$ cat config.mk
export PLATFORM = sky130hd
export DESIGN_NAME = counter_cmd_master
export DESIGN_NICKNAME = d
export VERILOG_FILES = /design/src/rtl/counter_cmd_master.sv
export SDC_FILE = /design/constraint.sdc
export NUM_CORES = 1
export LEC_CHECK = 0
export CAP_MARGIN = 20
export CORE_MARGIN = 4
export CORE_UTILIZATION = 35
export DETAILED_ROUTE_END_ITERATION = 12
export DONT_BUFFER_PORTS = 1
export HOLD_SLACK_MARGIN = 0.03
export SETUP_SLACK_MARGIN = 0.05
export SYNTH_ARGS = -nofsm -noshare
export SYNTH_HDL_FRONTEND = slang
export SYNTH_SLANG_ARGS = --single-unit
$ cat constraint.sdc
create_clock -name clk -period 2.8 [get_ports clk]
set_input_delay 0.84 -clock clk [delete_from_list [all_inputs] [get_ports clk]]
set_output_delay 0.84 -clock clk [all_outputs]
set_load 0.05 [all_outputs]
$ cat src/rtl/counter_cmd_master.sv
// Command-driven master for the 8-bit counter IP: turns op/arg commands into
// single-cycle latch/div/dec strobes and returns one response per command.
module counter_cmd_master #(
  parameter int unsigned WIDTH    = 8,
  parameter int unsigned WAIT_MAX = 255
) (
  input  logic             clk,
  input  logic             reset,
  input  logic             cmd_valid,
  output logic             cmd_ready,
  input  logic [1:0]       cmd_op,
  input  logic [WIDTH-1:0] cmd_arg,
  output logic [WIDTH-1:0] cnt_in,
  output logic             cnt_latch,
  output logic             cnt_div,
  output logic             cnt_dec,
  input  logic [WIDTH-1:0] cnt_count,
  input  logic             cnt_zero,
  output logic             rsp_valid,
  output logic [1:0]       rsp_op,
  output logic [WIDTH-1:0] rsp_count,
  output logic             rsp_zero,
  output logic             rsp_err,
  output logic             rsp_timeout,
  output logic             busy
);

  localparam int unsigned TW = (WAIT_MAX > 1) ? $clog2(WAIT_MAX) : 1;

  localparam logic [1:0] OP_LOAD  = 2'd0;
  localparam logic [1:0] OP_DIV   = 2'd1;
  localparam logic [1:0] OP_DEC   = 2'd2;
  localparam logic [1:0] OP_WAITZ = 2'd3;

  typedef enum logic [2:0] {
    IDLE    = 3'd0,
    STROBE  = 3'd1,
    DEC_RUN = 3'd2,
    WAIT_Z  = 3'd3,
    SETTLE  = 3'd4,
    RESP    = 3'd5
  } state_t;

  state_t           state, state_nxt;
  logic [1:0]       op_q;
  logic [WIDTH-1:0] arg_q;
  logic [WIDTH-1:0] rem_q, rem_nxt;
  logic [TW-1:0]    timer_q, timer_nxt;
  logic             err_q, err_nxt;
  logic             tmo_q, tmo_nxt;
  logic             accept;

  assign cmd_ready = (state == IDLE);
  assign busy      = (state != IDLE);
  assign accept    = cmd_valid && cmd_ready;

  // Strobes are decoded from registered state so an async reset drops them at once.
  always_comb begin
    state_nxt = state;
    rem_nxt   = rem_q;
    timer_nxt = timer_q;
    err_nxt   = err_q;
    tmo_nxt   = tmo_q;
    cnt_latch = 1'b0;
    cnt_div   = 1'b0;
    cnt_dec   = 1'b0;
    case (state)
      IDLE: begin
        if (cmd_valid) begin
          case (cmd_op)
            OP_LOAD, OP_DIV: state_nxt = STROBE;
            OP_DEC: begin
              state_nxt = DEC_RUN;
              rem_nxt   = cmd_arg;
            end
            OP_WAITZ: begin
              state_nxt = WAIT_Z;
              timer_nxt = '0;
            end
            default: state_nxt = IDLE;
          endcase
        end
      end
      STROBE: begin
        if (op_q == OP_LOAD) begin
          cnt_latch = 1'b1;
        end else if (arg_q != '0) begin
          cnt_div = 1'b1;
        end else begin
          err_nxt = 1'b1;
        end
        state_nxt = SETTLE;
      end
      // Never decrement while the counter reports zero.
      DEC_RUN: begin
        if (rem_q == '0 || cnt_zero) begin
          state_nxt = SETTLE;
        end else begin
          cnt_dec = 1'b1;
          rem_nxt = rem_q - WIDTH'(1);
        end
      end
      WAIT_Z: begin
        if (cnt_zero) begin
          state_nxt = SETTLE;
        end else if (timer_q == TW'(WAIT_MAX - 1)) begin
          tmo_nxt   = 1'b1;
          state_nxt = SETTLE;
        end else begin
          timer_nxt = timer_q + TW'(1);
        end
      end
      SETTLE: state_nxt = RESP;
      RESP: begin
        err_nxt   = 1'b0;
        tmo_nxt   = 1'b0;
        state_nxt = IDLE;
      end
      default: state_nxt = IDLE;
    endcase
  end

  always_ff @(posedge clk or posedge reset) begin
    if (reset) begin
      state   <= IDLE;
      op_q    <= '0;
      arg_q   <= '0;
      rem_q   <= '0;
      timer_q <= '0;
      err_q   <= 1'b0;
      tmo_q   <= 1'b0;
      cnt_in  <= '0;
    end else begin
      state   <= state_nxt;
      rem_q   <= rem_nxt;
      timer_q <= timer_nxt;
      err_q   <= err_nxt;
      tmo_q   <= tmo_nxt;
      if (accept) begin
        op_q  <= cmd_op;
        arg_q <= cmd_arg;
        // cnt_in only changes for a strobe that will actually fire.
        if (cmd_op == OP_LOAD || (cmd_op == OP_DIV && cmd_arg != '0)) begin
          cnt_in <= cmd_arg;
        end
      end
    end
  end

  // Response capture at the end of SETTLE; flags clear as RESP returns to IDLE.
  always_ff @(posedge clk or posedge reset) begin
    if (reset) begin
      rsp_valid   <= 1'b0;
      rsp_op      <= '0;
      rsp_count   <= '0;
      rsp_zero    <= 1'b0;
      rsp_err     <= 1'b0;
      rsp_timeout <= 1'b0;
    end else begin
      rsp_valid <= (state == SETTLE);
      if (state == SETTLE) begin
        rsp_op      <= op_q;
        rsp_count   <= cnt_count;
        rsp_zero    <= cnt_zero;
        rsp_err     <= err_q;
        rsp_timeout <= tmo_q;
      end else if (state == RESP) begin
        rsp_err     <= 1'b0;
        rsp_timeout <= 1'b0;
      end
    end
  end

endmodule

==> flow_summary.ini <==
[outcome]
status = finished clean

[grt]
grt_pass1_vias = 1893
grt_max_degree = 49
grt-ovfl-total = 0
grtUsageTotal_pct = 13.47
antenna_found_initial = 0
grt_pass1_wl_um = 9252

[power]
p_int_mw = 1.740
pwr-share-comb_pct = 30.6
swShare_pct = 47.73
pwr-share-seq_pct = 56.1
peakVddDrop_mv = 0.4876
p_switching_mw = 1.589
power_density_nw_per_um2 = 1178
power.clock.fraction_pct = 13.3
leakage_nw = 1.224

[yosys]
ys_ff_latch = 53
async_flop_share_pct = 100.0
synthTopCellsByArea = dfrtp_1 (53%), mux2_2 (8.9%), nand2_1 (5.8%)
synth_most_common_cell = dfrtp_1
yosysTopAreaCell = dfrtp_1
yosysTopAreaCellShare_pct = 52.68
synth_flop_cell = dfrtp_1
synth_commonest_cells = dfrtp_1 (53), nand2_1 (39), mux2_2 (20)
yosysWarnings = 0
synth_nets = 269
netlist_area_sq_um = 2517
synth_cell_types = 46
syn_avg_cell_area_sq_um = 10.36
syn_inst = 243
synth_edf_count = 0
ys_seq_area_share_pct = 52.68

[placement]
gp_congestion = 0.8602
dp_cells = 340
dp_hpwl_um = 3903
port_buffers = 0

[worst_setup_path]
cp-start-kind = flop
critPathArrivalTime_ns = 1.77
reg2reg_depth = 6
r2r_setup_slack_ns = 0.40
worstSetupPathType = flop to output pin
cp-end-kind = output pin
r2r_start = state[0]$_DFFE_PP0P_
cp.required_ns = 1.96
crit_fanout = 11
r2r-end = cnt_in[5]$_DFFE_PP0P_

[clocking]
worstSkewPairLatency_ns = 0.31
cts-root-buf = clkbuf_8
cts_tree = built
path_clk_slew_ns = 0.09
clock-sinks = 53
htreeDepth = 2
clk_path_buf_depth = 2
cts-buffers-inserted = 5

[die]
rows = 30
coreArea_sq_um = 6907
io-pin-count = 49
die_area_sq_um = 8614
die_w_um = 92.81
fp.dieH_um = 92.81
start_util_pct = 36.45

[route]
via_count = 1839
wl_per_cell_um = 15.46
routed_wl_um = 5381
drt_pass1_iterations = 4
routed_via_density = 5.284
drt_iter0_markers = 80
drt_drc_violations_left = 0
drtAntennaViolNets = 0

[timing]
slew_violations = 0
hold_viol = 0
finalSetupTns_ns = 0
finalCritPeriodShare_pct = 93.09
fmax_mhz = 383.7
finalSetupViolations = 0
worst_slew_pin_slew_ns = 0.8299
rsz0062_at_grt = false
max_slew_margin_pct = 44.17
min_period_ns = 2.607
skew_ns = 0.01092

[min_path]
hold_class = input pin to async pin

[finish]
layout-area-overhead-vs-synth_pct = 12.28
nNetsFinal = 278
fillerInstances = 687
fin_cells = 348
diodes = 0
drive_above_1_share_pct = 21.43

[run]
cap_violations = 0
## worst max path at each step
| stage | startpoint | endpoint | cells after the start |
|---|---|---|---|
| finish | state[1]$_DFFE_PP0P_ | cnt_dec | 4 |
| global placement | state[0]$_DFFE_PP0P_ | cnt_dec | 4 |
| floorplan | state[2]$_DFFE_PP0P_ | cnt_dec | 5 |
| CTS | state[0]$_DFFE_PP0P_ | cnt_dec | 4 |
| global route | state[1]$_DFFE_PP0P_ | cnt_dec | 4 |
| detailed placement | state[0]$_DFFE_PP0P_ | cnt_dec | 4 |
## timing repair
item                                    in CTS  in global routing
hold buffers                                 0                  0
resized for setup                            0                  2
setup buffers                                0                  1
endpoints found under the setup margin       0                  1
## sequential cells by signal, summed over array words and instances, names as in the netlist
| name | cells |
|---|---|
| arg_q | 8 |
| cnt_in | 8 |
| rem_q | 8 |
| rsp_count | 8 |
| timer_q | 8 |
| state | 3 |
| op_q | 2 |
| rsp_op | 2 |
| err_q | 1 |
| rsp_err | 1 |
| rsp_timeout | 1 |
| rsp_valid | 1 |
| rsp_zero | 1 |
| tmo_q | 1 |
## cells in the final DEF (no fill, tap or decap), types with 5 or more instances in the layout
cell type  synthesis  routed
nand3_1           10      10
nand2_1           39      39
inv_1             10       9
mux2_2            20      20
a21oi_1           11      11
clkbuf_8           0       6
o21ai_0            8       8
a31oi_1            5       5
nor2_1            14      14
dfrtp_1           53      51
buf_4              0      11
## per-layer routing
metal,part of all wire (%),up-vias,GRT usage [%]
met5,0,-,0
met4,1.7,0,5.250
met3,7.5,10,5.037
met2,46,52,20.22
met1,45,900,17.57
li1,-,877,-
## through the flow
stage / power [mW] / hold slack [ns] / setup slack (ns) / area, sq um / util (%)
6_report: 3.329 / 0.2915 / 0.1935 / 2826 / 40.92
4_1_cts: 3.361 / 0.2786 / 0.06228 / 2816 / 40.78
3_3_place_gp: 2.872 / 0.4515 / 0.4478 / 2726 / 39.47
3_5_place_dp: 2.911 / 0.4622 / 0.4308 / 2726 / 39.47
5_1_grt: 3.563 / 0.2817 / 0.09227 / 2826 / 40.92
2_1_floorplan: 2.630 / 0.4370 / 0.2249 / 2530 / -
## critical path, stage by stage (launching register included)
cell and delay, ns:
dfrtp_2 0.47, or3b_1 0.39, a311o_1 0.36, inv_1 0.10
buf_12 0.14
## power groups by stage
stage                     registers (mW)  logic (mW)  clock network (mW)
final                               1.87        1.02               0.442
after global routing                1.92        1.15               0.489
after CTS                           1.88        1.01               0.465
after detailed placement            1.90        1.01                   0
after global placement              1.89       0.986                   0
after floorplan                     1.80       0.827                   0
## final cells by class
cell class | count | area [sq um] | area share [%]
flip-flops and latches | 53 | 1329 | 47.01
multi-input cells | 168 | 1124 | 39.75
repair buffers | 13 | 122.6 | 4.338
well taps | 96 | 120.1 | 4.250
clock buffers | 6 | 82.58 | 2.922
inverters | 11 | 41.29 | 1.461
clock inverters | 1 | 7.507 | 0.2656
## cell families after synthesis
| group | after synthesis | share of synthesized area, % |
|---|---|---|
| buffers and inverters | 22 | 3.429 |
| flip-flops | 53 | 52.68 |
| AND/OR/NAND/NOR | 97 | 19.43 |
| XOR/XNOR | 1 | 0.3480 |
| adder cells (fa/ha/maj) | 4 | 1.988 |
| AO/OA/AOI/OAI | 43 | 11.98 |
| multiplexers | 23 | 10.14 |
No activity file was read; power rests on OpenSTA's default activity.
